==> config.mk <==
export PLATFORM = sky130hd
export DESIGN_NAME = mult_eval_sweep
export DESIGN_NICKNAME = d
export VERILOG_FILES = /design/src/rtl/mult_eval_sweep.sv
export SDC_FILE = /design/constraint.sdc
export NUM_CORES = 1
export LEC_CHECK = 0
export ABC_AREA = 1
export CORE_MARGIN = 3
export CORE_UTILIZATION = 49
export CTS_CLUSTER_SIZE = 40
export DETAILED_ROUTE_END_ITERATION = 7
export PLACE_DENSITY = 0.76
export SLEW_MARGIN = 25
export SYNTH_ARGS = -nofsm -noshare
export SYNTH_HDL_FRONTEND = slang
export SYNTH_SLANG_ARGS = --single-unit
==> constraint.sdc <==
create_clock -name clk -period 3.35 [get_ports clk]
set_clock_uncertainty 0.15 [all_clocks]
set_input_delay 0.8375 -clock clk [delete_from_list [all_inputs] [get_ports clk]]
set_output_delay 0.8375 -clock clk [all_outputs]
set_load 0.02 [all_outputs]
==> src/rtl/mult_eval_sweep.sv <==
// Exhaustive evaluation harness for one combinational or pipelined multiplier candidate.
// Sweeps all operand pairs, checks each product against a golden a*b, and reports errors.
module mult_eval_sweep #(
    parameter int WIDTH    = 2,
    parameter int PIPE_LAT = 0
) (
    input  logic                 clk,
    input  logic                 rst,
    input  logic                 start,
    output logic                 busy,
    output logic                 done,
    output logic [WIDTH-1:0]     dut_a,
    output logic [WIDTH-1:0]     dut_b,
    input  logic [2*WIDTH-1:0]   dut_p,
    output logic [2*WIDTH:0]     err_count,
    output logic                 first_err_valid,
    output logic [WIDTH-1:0]     first_err_a,
    output logic [WIDTH-1:0]     first_err_b,
    output logic [2*WIDTH-1:0]   first_err_p,
    output logic                 pass
);

    // state   | meaning
    // S_IDLE  | waiting for start, operands held at 0
    // S_SWEEP | presenting vector r_idx to the multiplier
    // S_DRAIN | waiting PIPE_LAT cycles for the last products
    // S_DONE  | one-cycle done pulse, results final
    localparam int PW  = 2 * WIDTH;
    localparam int DCW = (PIPE_LAT > 1) ? $clog2(PIPE_LAT) : 1;

    typedef enum logic [1:0] {S_IDLE, S_SWEEP, S_DRAIN, S_DONE} state_t;

    state_t           r_state;
    state_t           w_state_nxt;
    logic [PW-1:0]    r_idx;
    logic [PW-1:0]    w_idx_nxt;
    logic [DCW-1:0]   r_drain_cnt;
    logic             w_last_vec;
    logic             w_drain_end;
    logic             w_accept;

    logic             w_in_valid;
    logic [PW-1:0]    w_in_p;
    logic             w_chk_valid;
    logic [WIDTH-1:0] w_chk_a;
    logic [WIDTH-1:0] w_chk_b;
    logic [PW-1:0]    w_chk_p;
    logic             w_mismatch;
    logic [PW:0]      w_err_nxt;

    assign w_last_vec  = &r_idx;
    assign w_drain_end = (r_drain_cnt == '0);
    assign w_accept    = (r_state == S_IDLE) && start;
    assign w_idx_nxt   = (r_state == S_SWEEP) ? r_idx + 1'b1 : '0;

    always_comb begin
        w_state_nxt = r_state;
        case (r_state)
            S_IDLE:  if (start) w_state_nxt = S_SWEEP;
            S_SWEEP: if (w_last_vec) w_state_nxt = (PIPE_LAT > 0) ? S_DRAIN : S_DONE;
            S_DRAIN: if (w_drain_end) w_state_nxt = S_DONE;
            S_DONE:  w_state_nxt = S_IDLE;
            default: w_state_nxt = S_IDLE;
        endcase
    end

    always_ff @(posedge clk) begin
        if (rst) begin
            r_state     <= S_IDLE;
            r_idx       <= '0;
            dut_a       <= '0;
            dut_b       <= '0;
            r_drain_cnt <= '0;
        end else begin
            r_state <= w_state_nxt;
            r_idx   <= w_idx_nxt;
            if (w_state_nxt == S_SWEEP) begin
                dut_a <= w_idx_nxt[WIDTH-1:0];
                dut_b <= w_idx_nxt[PW-1:WIDTH];
            end else begin
                dut_a <= '0;
                dut_b <= '0;
            end
            // Down-counter loaded on every sweep cycle so it is ready on DRAIN entry.
            if (r_state == S_SWEEP)
                r_drain_cnt <= DCW'(PIPE_LAT - 1);
            else if (r_state == S_DRAIN && !w_drain_end)
                r_drain_cnt <= r_drain_cnt - 1'b1;
        end
    end

    assign busy = (r_state == S_SWEEP) || (r_state == S_DRAIN);
    assign done = (r_state == S_DONE);

    assign w_in_valid = (r_state == S_SWEEP);
    assign w_in_p     = PW'(dut_a) * PW'(dut_b);

    generate
        if (PIPE_LAT == 0) begin : g_nodelay
            assign w_chk_valid = w_in_valid;
            assign w_chk_a     = dut_a;
            assign w_chk_b     = dut_b;
            assign w_chk_p     = w_in_p;
        end else begin : g_delay
            logic [PIPE_LAT-1:0] r_pv;
            logic [WIDTH-1:0]    r_pa [PIPE_LAT];
            logic [WIDTH-1:0]    r_pb [PIPE_LAT];
            logic [PW-1:0]       r_pp [PIPE_LAT];

            always_ff @(posedge clk) begin
                if (rst) begin
                    r_pv <= '0;
                end else begin
                    r_pv[0] <= w_in_valid;
                    for (int i = 1; i < PIPE_LAT; i++)
                        r_pv[i] <= r_pv[i-1];
                end
            end

            always_ff @(posedge clk) begin
                r_pa[0] <= dut_a;
                r_pb[0] <= dut_b;
                r_pp[0] <= w_in_p;
                for (int i = 1; i < PIPE_LAT; i++) begin
                    r_pa[i] <= r_pa[i-1];
                    r_pb[i] <= r_pb[i-1];
                    r_pp[i] <= r_pp[i-1];
                end
            end

            assign w_chk_valid = r_pv[PIPE_LAT-1];
            assign w_chk_a     = r_pa[PIPE_LAT-1];
            assign w_chk_b     = r_pb[PIPE_LAT-1];
            assign w_chk_p     = r_pp[PIPE_LAT-1];
        end
    endgenerate

    assign w_mismatch = w_chk_valid && (dut_p != w_chk_p);
    assign w_err_nxt  = err_count + {{PW{1'b0}}, w_mismatch};

    always_ff @(posedge clk) begin
        if (rst || w_accept) begin
            err_count       <= '0;
            first_err_valid <= 1'b0;
            first_err_a     <= '0;
            first_err_b     <= '0;
            first_err_p     <= '0;
            pass            <= 1'b0;
        end else begin
            err_count <= w_err_nxt;
            if (w_mismatch && !first_err_valid) begin
                first_err_valid <= 1'b1;
                first_err_a     <= w_chk_a;
                first_err_b     <= w_chk_b;
                first_err_p     <= dut_p;
            end
            // The last compare closes on the same edge that enters DONE.
            if (w_state_nxt == S_DONE && r_state != S_DONE)
                pass <= (w_err_nxt == '0);
        end
    end

endmodule

==> results.json <==
{
  "static-leakage-power_nw": 0.764,
  "timing.critical_path.cells": "clkdlybuf4s50_1 > inv_1 > nand2_1 > nand2_1 > a21oi_2 > a21oi_1 > ha_1 > ha_1 > nor2_1 > nand3_1 > nor2_1 > nand2_1 > nand3_1 > nand2_1 > nor2_1",
  "die_height_um": 56.7,
  "cap_viol_max_count": 0,
  "final_period_minus_worst_setup_slack_ns": 2.74,
  "grt_start_max_net_pins": 18,
  "power_report.internal_total_mw": 0.504,
  "synth.yosys.warnings": 0,
  "grt.overflow.total": 0,
  "boundaryPins": 28,
  "maximum_operating_frequency_mhz": 366,
  "critical_path_arrival_ns": 2.85,
  "finalHoldViolations": 0,
  "dp.final_hpwl_um": 1980,
  "synth.cell_area_um2": 1260,
  "final_nets": 225,
  "synth_edf_count": 0,
  "grt_pass1_wl_um": 4530,
  "class_of_the_most_critical_hold_timing_path": "reg2reg",
  "finish.utilization_pct": 69.1,
  "detailedRoute.firstIterationViolations": 38,
  "holdWs_ns": 0.352,
  "timing.critical_path.buf_inv": 2,
  "numCtsBuffers": 3,
  "antenna_violations_before_repair": 0,
  "port_buffers": 27,
  "design.die.area_um2": 3220,
  "dieWidth_um": 56.7,
  "reg2reg_setup_slack_ns": 0.69,
  "dr.pass1.iters": 4,
  "timing.critical_path.required_ns": 3.46,
  "synth-async-reset-ratio_pct": 0,
  "std_cell_rows": 17,
  "core_region_area_um2": 2320,
  "totalWireLength_um": 2540,
  "netlist-cell-type-count": 16,
  "post-cts-setup-buffer-count": 0,
  "synth_most_common_cell": "sky130_fd_sc_hd__nand2_1",
  "power.density_cell_area_nw_per_um2": 427,
  "power.combinational.fraction_pct": 20.2,
  "h-tree-depth": 1,
  "grt_use_total_pct": 17.2,
  "antenna_diodes": 0,
  "route.detailed.drc": 0,
  "cpPeakStageDelay_ns": 0.51,
  "ir_drop_uv": 398,
  "crit_slowest_cell": "sky130_fd_sc_hd__clkdlybuf4s50_1",
  "viasPerCell": 4.73,
  "post_cts_resize_count": 0,
  "avgRoutedWirePerCell_um": 10.9,
  "yosys.area.top_type_share_pct": 41.3,
  "initial_core_util_pct": 54.4,
  "drt.antenna.violating_nets": 0,
  "layout_area_overhead_pct": 27.1,
  "clockBufferDepth": 2,
  "synth_area_leaders": "sky130_fd_sc_hd__dfxtp_1 (41%), sky130_fd_sc_hd__nand2_1 (13%), sky130_fd_sc_hd__ha_1 (11%)",
  "synth_top_cell_by_area": "sky130_fd_sc_hd__dfxtp_1",
  "grt_setup_unrepaired": "no",
  "routed-via-count": 1107,
  "tightest_slew_ns": 0.520,
  "cts_hold_buffers": 0,
  "power.total_mw": 0.685,
  "endpoint_kind": "register",
  "slew-limit-headroom_pct": 65.3,
  "run_status": "finished clean",
  "number_of_max_slew_violations_in_the_final_report": 0,
  "critical_path_peak_fanout": 3,
  "clk-insertion-delay-late_ns": 0.32,
  "finalSetupViolCount": 0,
  "first_global_vias": 1060,
  "seq_area_frac_synth_pct": 41.3,
  "cp_common_cell": "sky130_fd_sc_hd__nand2_1",
  "syn_inst": 177,
  "synth-main-ff-cell": "sky130_fd_sc_hd__dfxtp_1",
  "syn_nets": 195,
  "setup_tns_ns": 0,
  "post-route-period-util_pct": 81.7,
  "syn_area_per_cell_um2": 7.13,
  "cpLargestDelayFamily": "simple AND/OR/NAND/NOR gates",
  "path_clk_slew_ns": 0.14,
  "seq_power_share_pct": 49.0,
  "critical_path_class": "in2reg",
  "netSwitchingPower_mw": 0.181,
  "clock_power_share_pct": 30.7,
  "netSwitchingFraction_pct": 26.4,
  "post_synthesis_register_bit_count": 26,
  "fraction_of_final_layout_cells_sized_beyond_drive_strength_1_pct": 4.37,
  "synth_top_cells_by_count": "sky130_fd_sc_hd__nand2_1 (43), sky130_fd_sc_hd__nor2_1 (34), sky130_fd_sc_hd__inv_1 (32)",
  "final_wtd_congestion": 0.806,
  "n_fill_cell": 195,
  "cts.root.buffer_cell": "sky130_fd_sc_hd__clkbuf_4",
  "cts_tree": "done",
  "startpoint_type": "input pin",
  "numClockSinks": 26
}
worst paths after layout:
check                     end   startpoint  depth (start not counted)
setup / recovery         pass     dut_p[1]                         15
setup reg to reg         pass     dut_a[0]                         16
hold / removal    r_drain_cnt  r_drain_cnt                          2
hold reg to reg   r_drain_cnt  r_drain_cnt                          2
metal layers:
| metal | global-route usage [%] | up-vias | part of all wire [%] | routed length, um |
|---|---|---|---|---|
| li1 | - | 596 | - | - |
| met1 | 21.2 | 486 | 47 | 1180 |
| met2 | 30.2 | 23 | 48 | 1230 |
| met3 | 3.91 | 2 | 4.4 | 111 |
| met4 | 3.97 | 0 | 0.75 | 19 |
| met5 | 0 | - | 0 | 0 |
area by class of cell:
| type | count | area, um2 | share of cell area, % |
|---|---|---|---|
| Clock buffer | 3 | 22.5 | 1.41 |
| Clock inverter | 1 | 30.0 | 1.87 |
| Inverter | 32 | 120 | 7.49 |
| Multi-Input combinational cell | 117 | 604 | 37.7 |
| Sequential cell | 26 | 520 | 32.5 |
| Tap cell | 28 | 35.0 | 2.19 |
| Timing Repair Buffer | 27 | 270 | 16.9 |
flip-flops by register name, summed over array words and instances (netlist names):
name,cells
first_err_p,4
first_err_b,2
first_err_a,2
r_state,2
pass,1
r_idx,4
r_drain_cnt,1
err_count,5
first_err_valid,1
dut_a,2
dut_b,2
power groups by stage:
stage	sequential, mW	combinational [mW]	clock, mW
CTS	0.336	0.140	0.218
floorplan	0.356	0.0774	0
global placement	0.342	0.135	0
detailed placement	0.343	0.139	0
finish	0.336	0.138	0.210
global route	0.338	0.155	0.233
worst min-delay path: cells and delay by family, from the launching register on:
family	cells	cell delay [ns]
flops	1	0.34
simple gates	1	0.07
compound gates	1	0.06
through the flow:
stage,area [um2],cells,setup slack (ns)
after global routing,1600,234,0.489
after global placement,1550,230,0.373
final,1600,234,0.614
after floorplan,1260,177,0.848
after detailed placement,1550,230,0.329
after CTS,1600,234,0.600
cells in the final DEF, fill, tap and decap left out, drive strengths merged:
cell type       n
a21oi          10
bufinv          1
clkbuf          3
clkdlybuf4s50  27
dfxtp          26
ha             11
inv            32
nand2          44
nand3          11
nand4           2
nor2           34
o21ai           2
or2             1
xor2            2
kinds of logic after synthesis:
group	after synthesis	share of synthesized area (%)
flops	26	41.3
buf+inv	34	10.8
xor+xnor	2	1.39
simple gates	92	30.3
compound gates	12	5.36
fa+ha+maj	11	10.9
No activity file was read; power rests on OpenSTA's default activity.
